--- config.mk ---
export PLATFORM = sky130hd
export DESIGN_NAME = calc_sequencer
export DESIGN_NICKNAME = d
export VERILOG_FILES = /design/src/rtl/calc_pkg.sv /design/src/rtl/pow_iter.sv /design/src/rtl/calc_sequencer.sv
export SDC_FILE = /design/constraint.sdc
export NUM_CORES = 1
export LEC_CHECK = 0
export BUFFER_PORTS_ARGS = -buffer_cell sky130_fd_sc_hd__buf_2
export CAP_MARGIN = 0
export CORE_ASPECT_RATIO = 0.5
export CORE_MARGIN = 8
export CORE_UTILIZATION = 60
export CTS_BUF_LIST = sky130_fd_sc_hd__clkbuf_16
export CTS_CLUSTER_SIZE = 25
export DETAILED_ROUTE_END_ITERATION = 10
export PLACE_DENSITY = 0.78
export SYNTH_ARGS = -nofsm -noshare
export SYNTH_HDL_FRONTEND = slang
export SYNTH_SLANG_ARGS = --single-unit
--- constraint.sdc ---
create_clock -name clk -period 12.58 [get_ports clk]
set_clock_uncertainty 0.1 [all_clocks]
set_input_delay 2.516 -clock clk [delete_from_list [all_inputs] [get_ports clk]]
set_output_delay 2.516 -clock clk [all_outputs]
set_load 0.02 [all_outputs]
--- src/rtl/calc_pkg.sv ---
// Shared types and key codes for the keypad calculator sequencer and its power unit.
package calc_pkg;

  localparam int DEFAULT_DW = 8;

  typedef enum logic [2:0] {
    S_A,
    S_OP,
    S_B,
    S_CALC,
    S_DONE
  } state_t;

  localparam logic [3:0] KEY_ADD = 4'hA;
  localparam logic [3:0] KEY_SUB = 4'hB;
  localparam logic [3:0] KEY_DIV = 4'hC;
  localparam logic [3:0] KEY_MUL = 4'hD;
  localparam logic [3:0] KEY_POW = 4'hE;
  localparam logic [3:0] KEY_EQ  = 4'hF;

  // Opcode encodings equal the operator key codes so the latched opcode drives op_display directly.
  typedef enum logic [3:0] {
    OP_NONE = 4'h0,
    OP_ADD  = 4'hA,
    OP_SUB  = 4'hB,
    OP_DIV  = 4'hC,
    OP_MUL  = 4'hD,
    OP_POW  = 4'hE
  } opcode_t;

  function automatic logic is_digit(input logic [3:0] k);
    return k <= 4'h9;
  endfunction

  function automatic logic is_operator(input logic [3:0] k);
    return (k >= KEY_ADD) && (k <= KEY_POW);
  endfunction

endpackage

--- src/rtl/pow_iter.sv ---
// Iterative power unit: one truncated multiply per enabled cycle, with a sticky overflow flag.
module pow_iter
  import calc_pkg::*;
#(
  parameter int DW = DEFAULT_DW
) (
  input  logic          clk,
  input  logic          reset,
  input  logic          start,
  input  logic          en,
  input  logic [DW-1:0] base,
  input  logic [DW-1:0] exp,
  output logic          done,
  output logic [DW-1:0] acc,
  output logic          ovf
);

  logic [DW-1:0]   acc_q, acc_d;
  logic [DW-1:0]   cnt_q, cnt_d;
  logic            ovf_q, ovf_d;
  logic [2*DW-1:0] prod;

  assign prod = {{DW{1'b0}}, acc_q} * {{DW{1'b0}}, base};

  always_comb begin
    acc_d = acc_q;
    cnt_d = cnt_q;
    ovf_d = ovf_q;
    if (start) begin
      acc_d = DW'(1);
      cnt_d = exp;
      ovf_d = 1'b0;
    end else if (en && (cnt_q != '0)) begin
      acc_d = prod[DW-1:0];
      cnt_d = cnt_q - DW'(1);
      ovf_d = ovf_q | (|prod[2*DW-1:DW]);
    end
  end

  always_ff @(posedge clk or posedge reset) begin
    if (reset) begin
      acc_q <= '0;
      cnt_q <= '0;
      ovf_q <= 1'b0;
    end else begin
      acc_q <= acc_d;
      cnt_q <= cnt_d;
      ovf_q <= ovf_d;
    end
  end

  assign done = (cnt_q == '0);
  assign acc  = acc_q;
  assign ovf  = ovf_q;

endmodule

--- src/rtl/calc_sequencer.sv ---
// Keypad calculator sequencer: assembles A/op/B from key strobes and launches the operation.
// Define CALC_CHAIN_EN to let an operator key in S_DONE chain on the previous result.
module calc_sequencer
  import calc_pkg::*;
#(
  parameter int DW = DEFAULT_DW
) (
  input  logic          clk,
  input  logic          reset,
  input  logic [3:0]    key,
  input  logic          key_valid,
  output logic [DW-1:0] result,
  output logic          result_valid,
  output logic          busy,
  output logic          ovf,
  output logic          err,
  output logic [3:0]    op_display
);

  state_t          state_q, state_d;
  logic [DW-1:0]   a_q, a_d;
  logic [DW-1:0]   b_q, b_d;
  opcode_t         op_q, op_d;
  logic            b_seen_q, b_seen_d;
  logic [DW-1:0]   result_q, result_d;
  logic            result_valid_q, result_valid_d;
  logic            ovf_q, ovf_d;
  logic            err_q, err_d;

  logic            key_digit, key_op, key_eq;
  logic [DW:0]     sum;
  logic [2*DW-1:0] prod;
  logic            pow_start, pow_en, pow_done, pow_ovf;
  logic [DW-1:0]   pow_acc;

  assign key_digit = key_valid && is_digit(key);
  assign key_op    = key_valid && is_operator(key);
  assign key_eq    = key_valid && (key == KEY_EQ);

  assign sum  = {1'b0, a_q} + {1'b0, b_q};
  assign prod = {{DW{1'b0}}, a_q} * {{DW{1'b0}}, b_q};

  assign pow_en = (state_q == S_CALC) && (op_q == OP_POW);

  pow_iter #(.DW(DW)) u_pow (
    .clk   (clk),
    .reset (reset),
    .start (pow_start),
    .en    (pow_en),
    .base  (a_q),
    .exp   (b_q),
    .done  (pow_done),
    .acc   (pow_acc),
    .ovf   (pow_ovf)
  );

  always_comb begin
    state_d        = state_q;
    a_d            = a_q;
    b_d            = b_q;
    op_d           = op_q;
    b_seen_d       = b_seen_q;
    result_d       = result_q;
    result_valid_d = 1'b0;
    ovf_d          = ovf_q;
    err_d          = err_q;
    pow_start      = 1'b0;

    case (state_q)
      S_A: begin
        if (key_digit) begin
          a_d     = DW'(key);
          state_d = S_OP;
        end
      end
      S_OP: begin
        if (key_digit) begin
          a_d = DW'(key);
        end else if (key_op) begin
          op_d     = opcode_t'(key);
          b_seen_d = 1'b0;
          state_d  = S_B;
        end else if (key_eq) begin
          op_d    = OP_NONE;
          state_d = S_A;
        end
      end
      S_B: begin
        if (key_digit) begin
          b_d      = DW'(key);
          b_seen_d = 1'b1;
        end else if (key_op) begin
          op_d = opcode_t'(key);
        end else if (key_eq && b_seen_q) begin
          pow_start = (op_q == OP_POW);
          state_d   = S_CALC;
        end
      end
      S_CALC: begin
        // Keys are deliberately ignored here, including on the final cycle.
        result_valid_d = 1'b1;
        err_d          = 1'b0;
        state_d        = S_DONE;
        case (op_q)
          OP_ADD: begin
            result_d = sum[DW-1:0];
            ovf_d    = sum[DW];
          end
          OP_SUB: begin
            result_d = a_q - b_q;
            ovf_d    = (a_q < b_q);
          end
          OP_MUL: begin
            result_d = prod[DW-1:0];
            ovf_d    = |prod[2*DW-1:DW];
          end
          OP_DIV: begin
            ovf_d = 1'b0;
            if (b_q == '0) begin
              result_d = '1;
              err_d    = 1'b1;
            end else begin
              result_d = a_q / b_q;
            end
          end
          OP_POW: begin
            if (pow_done) begin
              result_d = pow_acc;
              ovf_d    = pow_ovf;
            end else begin
              result_valid_d = 1'b0;
              err_d          = err_q;
              state_d        = S_CALC;
            end
          end
          default: begin
            result_valid_d = 1'b0;
            err_d          = err_q;
            state_d        = S_A;
          end
        endcase
      end
      S_DONE: begin
        if (key_digit) begin
          a_d     = DW'(key);
          state_d = S_OP;
        end else if (key_eq) begin
          op_d    = OP_NONE;
          state_d = S_A;
        end
`ifdef CALC_CHAIN_EN
        else if (key_op) begin
          a_d      = result_q;
          op_d     = opcode_t'(key);
          b_seen_d = 1'b0;
          state_d  = S_B;
        end
`endif
      end
      default: state_d = S_A;
    endcase
  end

  always_ff @(posedge clk or posedge reset) begin
    if (reset) begin
      state_q        <= S_A;
      a_q            <= '0;
      b_q            <= '0;
      op_q           <= OP_NONE;
      b_seen_q       <= 1'b0;
      result_q       <= '0;
      result_valid_q <= 1'b0;
      ovf_q          <= 1'b0;
      err_q          <= 1'b0;
    end else begin
      state_q        <= state_d;
      a_q            <= a_d;
      b_q            <= b_d;
      op_q           <= op_d;
      b_seen_q       <= b_seen_d;
      result_q       <= result_d;
      result_valid_q <= result_valid_d;
      ovf_q          <= ovf_d;
      err_q          <= err_d;
    end
  end

  assign result       = result_q;
  assign result_valid = result_valid_q;
  assign busy         = (state_q == S_CALC);
  assign ovf          = ovf_q;
  assign err          = err_q;
  assign op_display   = op_q;

endmodule

Word-level counts from Yosys, hierarchy flattened
Index checks and enable logic that the tools add are counted.
- register bits after elaboration: 44
- latch bits: 0
- RAM bits: 0
- ROM bits: 0
- bits of input ports: 7
- output and inout bits: 16
- memories kept: 0
- add/subtract/negate cells: 3
- $mul: 2
- div/mod/pow operators: 1
- $lt $le $gt $ge: 4
- equality and inequality tests: 20
- shift operators: 0
- muxes and demuxes: 43
- bitwise operators: 1
- reduce and logical (&&, ||, !) cells: 28
- operators by type and width (operator ; count):
    two-way mux 8 bit ; 6
    one-hot mux 8 bit (5 select lines) ; 1
    two-way mux 3 bit ; 9
    == test 4 bit, second input constant ; 6
    two-way mux 4 bit ; 6
    != test 2 bit, second input constant ; 10
    logical NOT 8 bit ; 2
    one-hot mux 3 bit (5 select lines) ; 1
    two-way mux 1 bit ; 14
    multiplier 8 x 4 -> 12 bit ; 1
    one-hot mux 4 bit (3 select lines) ; 1
    AND reduction 5 bit ; 2
    divider 4 x 4 -> 8 bit ; 1
    less-or-equal comparator 4 bit, second input constant ; 2
    multiplier 4 x 4 -> 8 bit ; 1
    nonzero test 8 bit ; 1
    OR reduction 8 bit ; 1
    OR reduction 8 bit, first input constant ; 1
    subtractor 8 x 1 -> 8 bit, second input constant ; 1
    logical AND 1 bit ; 7
    == test 3 x 2 -> 1 bit, second input constant ; 2
    one-hot mux 3 bit (2 select lines) ; 1
    AND reduction 3 bit ; 2
    nonzero test 3 bit ; 2
    other kinds (17) ; 21

Longest topological paths before layout
- depth in word-level cells: 8
- depth in mapped cells: 48
- gate-level depth less buffers: 46

Hierarchy
Synthesis repeated with hierarchy kept, for this count alone.
- cell total of the unflattened synthesis: 747
- area, all modules: 6349.8 um2
- by module, submodules not included (module ; times used ; cells each ; area an instance (um2) ; sequential area each (um2)):
    calc_sequencer ; 1 ; 399 ; 3385.7 ; 675.6
    pow_iter ; 1 ; 348 ; 2964.1 ; 425.4

Worst setup path before layout
Ideal clock, no wire load.
- path kind: register to register
- start point: register b_q[1]
- end point: register result_q[0] (netlist: result[0])
- setup time: 0.125 ns
- data arrival time: 7.817 ns
- path slack: 4.538 ns
- stages on the path, launching flop included: 41
- period minus slack after synthesis: 8.042 ns
- cells stage by stage: dfrtp_1 -> inv_1 -> ha_1 -> o211ai_1 -> a211oi_1 -> ha_1 -> o211ai_1 -> a21boi_0 -> or3_1 -> o21a_1 -> ha_1 -> o2111ai_1 -> nand3_1 -> o21bai_1 -> a21bo_1 -> buf_6 -> mux2_2 -> ha_1 -> [... 5 more ...] -> mux2i_1 -> ha_1 -> o21a_1 -> o21ai_0 -> nand2b_1 -> a21oi_1 -> and3_1 -> buf_6 -> mux2i_1 -> ha_1 -> a21o_1 -> a21o_1 -> a211oi_1 -> o211ai_1 -> a22oi_1 -> nand2_1 -> a21oi_1 -> a211oi_1
- word-level cells in the longest chain between the ends: 3
- elaborated cells between the ends (all ways): 4
- classes of those cells: div (1); mux (2); reduce/logical (1)
- RTL lines (element ; line ; RTL):
    start, declared ; calc_sequencer.sv:22 ; logic [DW-1:0] b_q, b_d;
    start signal, assigned ; calc_sequencer.sv:168 ; b_q <= '0;
    start signal, assigned ; calc_sequencer.sv:178 ; b_q <= b_d;
    divider 4 x 4 -> 8 bit or logical NOT 8 bit (tied branches) ; calc_sequencer.sv:123, calc_sequencer.sv:119 ;
    two-way mux 8 bit (*) ; calc_sequencer.sv:119 ; if (b_q == '0) begin
    one-hot mux 8 bit (5 select lines) (*) ; calc_sequencer.sv:104 ; case (op_q)
    end signal, assigned ; calc_sequencer.sv:181 ; result_q <= result_d;
    end, declared ; calc_sequencer.sv:25 ; logic [DW-1:0] result_q, result_d;
Every way passes the cells marked *; elsewhere a longest branch is shown, timed or not.
A chain may end at the register's enable or synchronous reset.

Worst setup path after layout
- start point: register b_q[0]
- end point: register result_q[0] (netlist: result[0])
- word-level cells in the longest chain between the ends: 3
- elaborated cells between the ends (all ways): 7
- classes of those cells: add/sub (2); mul (1); div (1); mux (2); reduce/logical (1)
- RTL lines (element ; line):
    divider 4 x 4 -> 8 bit or logical NOT 8 bit (tied branches) ; calc_sequencer.sv:123, calc_sequencer.sv:119
    two-way mux 8 bit ; calc_sequencer.sv:119
    one-hot mux 8 bit (5 select lines) (*) ; calc_sequencer.sv:104
Marked as above.

==> impl_metrics.toml <==
[drt]
via_per_inst = 6.08
drt_iter0_drc = 277
drc_errors = 0
dr.pass1.iters = 5
vias = 4317
wl_mm = 12.2
ant_nets = 0
avgRoutedWirePerCell_um = 17.1

[worst_setup_path]
max_stage_delay_ps = 610
start_kind = "register"
crit_buf_inv = 1
cp_common_cell = "ha_1"
critical-path-top-delay-family = "compound AO/OA/AOI/OAI gates"
arrival_ps = 9290
cp.required_ps = 12630
cp_max_fo = 10
crit_slowest_cell = "dfrtp_1"
worst-path-stages = 38
r2r.worst_path.cells = 38
crit_type = "register to register"
crit_path_end_kind = "register"

[synthesis]
ys_seq_elements = 44
ys.flop_type = "dfrtp_1"
synth_warnings = 0
synth_enable_flop_cells = 0
avgSynthCellArea_um2 = 8.57
seq_area_frac_synth_pct = 22.1
syn_inst = 581
synth_cell_type_count = 64
async_flop_share_pct = 100
synth_area_um2 = 4980

[timing]
fin_crit_sh_pct = 73.4
hold_viol = 0
rsz0062_at_grt = "false"
worst_pin_slew_ps = 881
relSlewSlack_pct = 41.2
setup_violations = 0
drv_slew = 0
fmax_ghz = 0.108
min_period_ps = 9230
tns_ps = 0

[clock_network]
cts_sinks = 44
cts_resized = 0
clock-root-buffer = "clkbuf_16"
clockBufferDepth = 2
clk_pin_slew_ps = 60
cts_tree = "built"
htreeDepth = 2
cts_made_buffers = 5
ctsHoldBuffers = 0
postCtsSetupBuffers = 0
clk_latency_ps = 290

[global_route]
use_met2_pct = 37.4
grt.total_usage_pct = 22.2
use_met1_pct = 29.7
grt_overflow = 0
grt_max_degree = 45
grt_pass1_wl_mm = 20.7
grt_most_used_layer = "met2"
grt_pass1_vias = 4148
antenna_found_initial = 0
gr-usage-met3_pct = 2.54

[layout]
antenna_cells = 0
drive_gt1_share_pct = 9.70
final_cell_count_no_fill = 710
area_growth_pct = 7.33
final_core_util_pct = 66.6
layout.nets = 688
design_area_um2 = 5350

[placed_design]
place_area_um2 = 5170
place_inst = 702
port_buffers = 22
gp_congestion = 0.985
dpl.hpwl_mm = 9.30

[floorplanning]
die_w_um = 145
core_area_um2 = 8030
die_h_um = 80.4
pin_count = 23
fp-row-count = 23
dieArea_um2 = 11700
start_util_pct = 62.0

[outcome]
outcome = "completed"

[hold_path]
hold_class = "register to register"
holdPathStages = 2

[run]
cap_violations = 0
## kinds of logic (layout without fill, tap and decap cells)
logic type | Yosys count | in the layout | share of synthesized area [%]
muxes | 16 | 16 | 3.54
xor gates and xnor gates | 22 | 22 | 3.87
AOI/OAI and AO/OA | 153 | 153 | 21.2
and+or+nand+nor | 197 | 197 | 20.2
adders and majority gates | 84 | 84 | 23.8
DFF | 44 | 44 | 22.1
buffers and inverters | 64 | 78 | 5.15
other | 1 | 4 | 0.0753
## worst paths after layout
| check | startpoint | to | slack [ps] |
|---|---|---|---|
| setup reg to reg | b_q[0]$_DFFE_PP0P_ | result[0]$_DFFE_PP0P_ | 3350 |
| hold reg to reg | result[4]$_DFFE_PP0P_ | result[4]$_DFFE_PP0P_ | 380 |
| max in group asynchronous | reset | result[1]$_DFFE_PP0P_ | 9500 |
| min in group asynchronous | reset | state_q[2]$_DFFE_PP0P_ | 2310 |
| setup / recovery | b_q[0]$_DFFE_PP0P_ | result[0]$_DFFE_PP0P_ | 3350 |
| hold / removal | result[4]$_DFFE_PP0P_ | result[4]$_DFFE_PP0P_ | 380 |
## synthesized netlist by cell type (6+ instances only)
library cell	instances	area, µm²
ha_1	66	826
nand2_1	56	210
inv_1	46	173
dfrtp_1	44	1100
nor2_1	39	146
a21oi_1	38	190
o21ai_0	33	165
and2_1	22	138
fa_1	18	360
nand3_1	17	85.1
clkbuf_1	15	56.3
mux2_2	13	146
xnor2_1	13	114
a21o_1	12	90.1
or3_1	11	68.8
o21a_1	9	67.6
xor2_1	9	78.8
a211oi_1	8	60.1
nor3_1	8	40.0
nor2b_1	6	37.5
nor4_1	6	37.5
o21bai_1	6	45.0
## cell type report
cell class / instances / area (µm²)
clock buffer: 5 / 125
clock inverter: 3 / 47.5
fill: 678 / 2680
inverter: 46 / 173
multi-input combinational: 476 / 3630
sequential: 44 / 1100
tap: 112 / 140
timing repair buffer: 24 / 125
## worst reg2reg max path, delay by kind of cell, from the launching register on
| kind | cells | cell delay [ps] |
|---|---|---|
| adders and majority gates | 6 | 1910 |
| AOI/OAI and AO/OA | 21 | 4070 |
| muxes | 3 | 910 |
| and+or+nand+nor | 7 | 1220 |
| DFF | 1 | 610 |
| buffers and inverters | 1 | 250 |
## registers in the layout (all words and copies together) (netlist names), 3 cells and up
name         count
result           8
b_q              4
a_q              4
u_pow.cnt_q      8
u_pow.acc        8
op_display       4
state_q          3
## metal layers
| layer | vias up | wire length, µm |
|---|---|---|
| met5 | - | 0 |
| met4 | 0 | 211 |
| met3 | 18 | 532 |
| met2 | 111 | 5700 |
| met1 | 2078 | 5710 |
| li1 | 2110 | - |
## stage by stage
stage / setup WS, ps / hold WS, ps
finish: 3350 / 380
global route: 2400 / 423
CTS: 3430 / 383
detailed placement: 3450 / 365
global placement: 3800 / 358
floorplan: 4540 / 350
## layout by cell type (no fill, tap or decap), drive strengths merged, types with 5 or more instances in the layout
master and n:
a211oi 8, a21o 12, a21oi 38, a221oi 5, and2 23, and3 5
buf 24, clkbuf 5, dfrtp 44, fa 18, ha 66, inv 46
mux2 13, nand2 56, nand2b 5, nand3 17, nor2 39, nor2b 6
nor3 8, nor4 7, o21a 9, o21ai 35, o21bai 6, or2 5
or3 11, xnor2 13, xor2 9
Power is not shown: default switching activity piles up to over one toggle a cycle in this logic, so the estimate is an artifact.
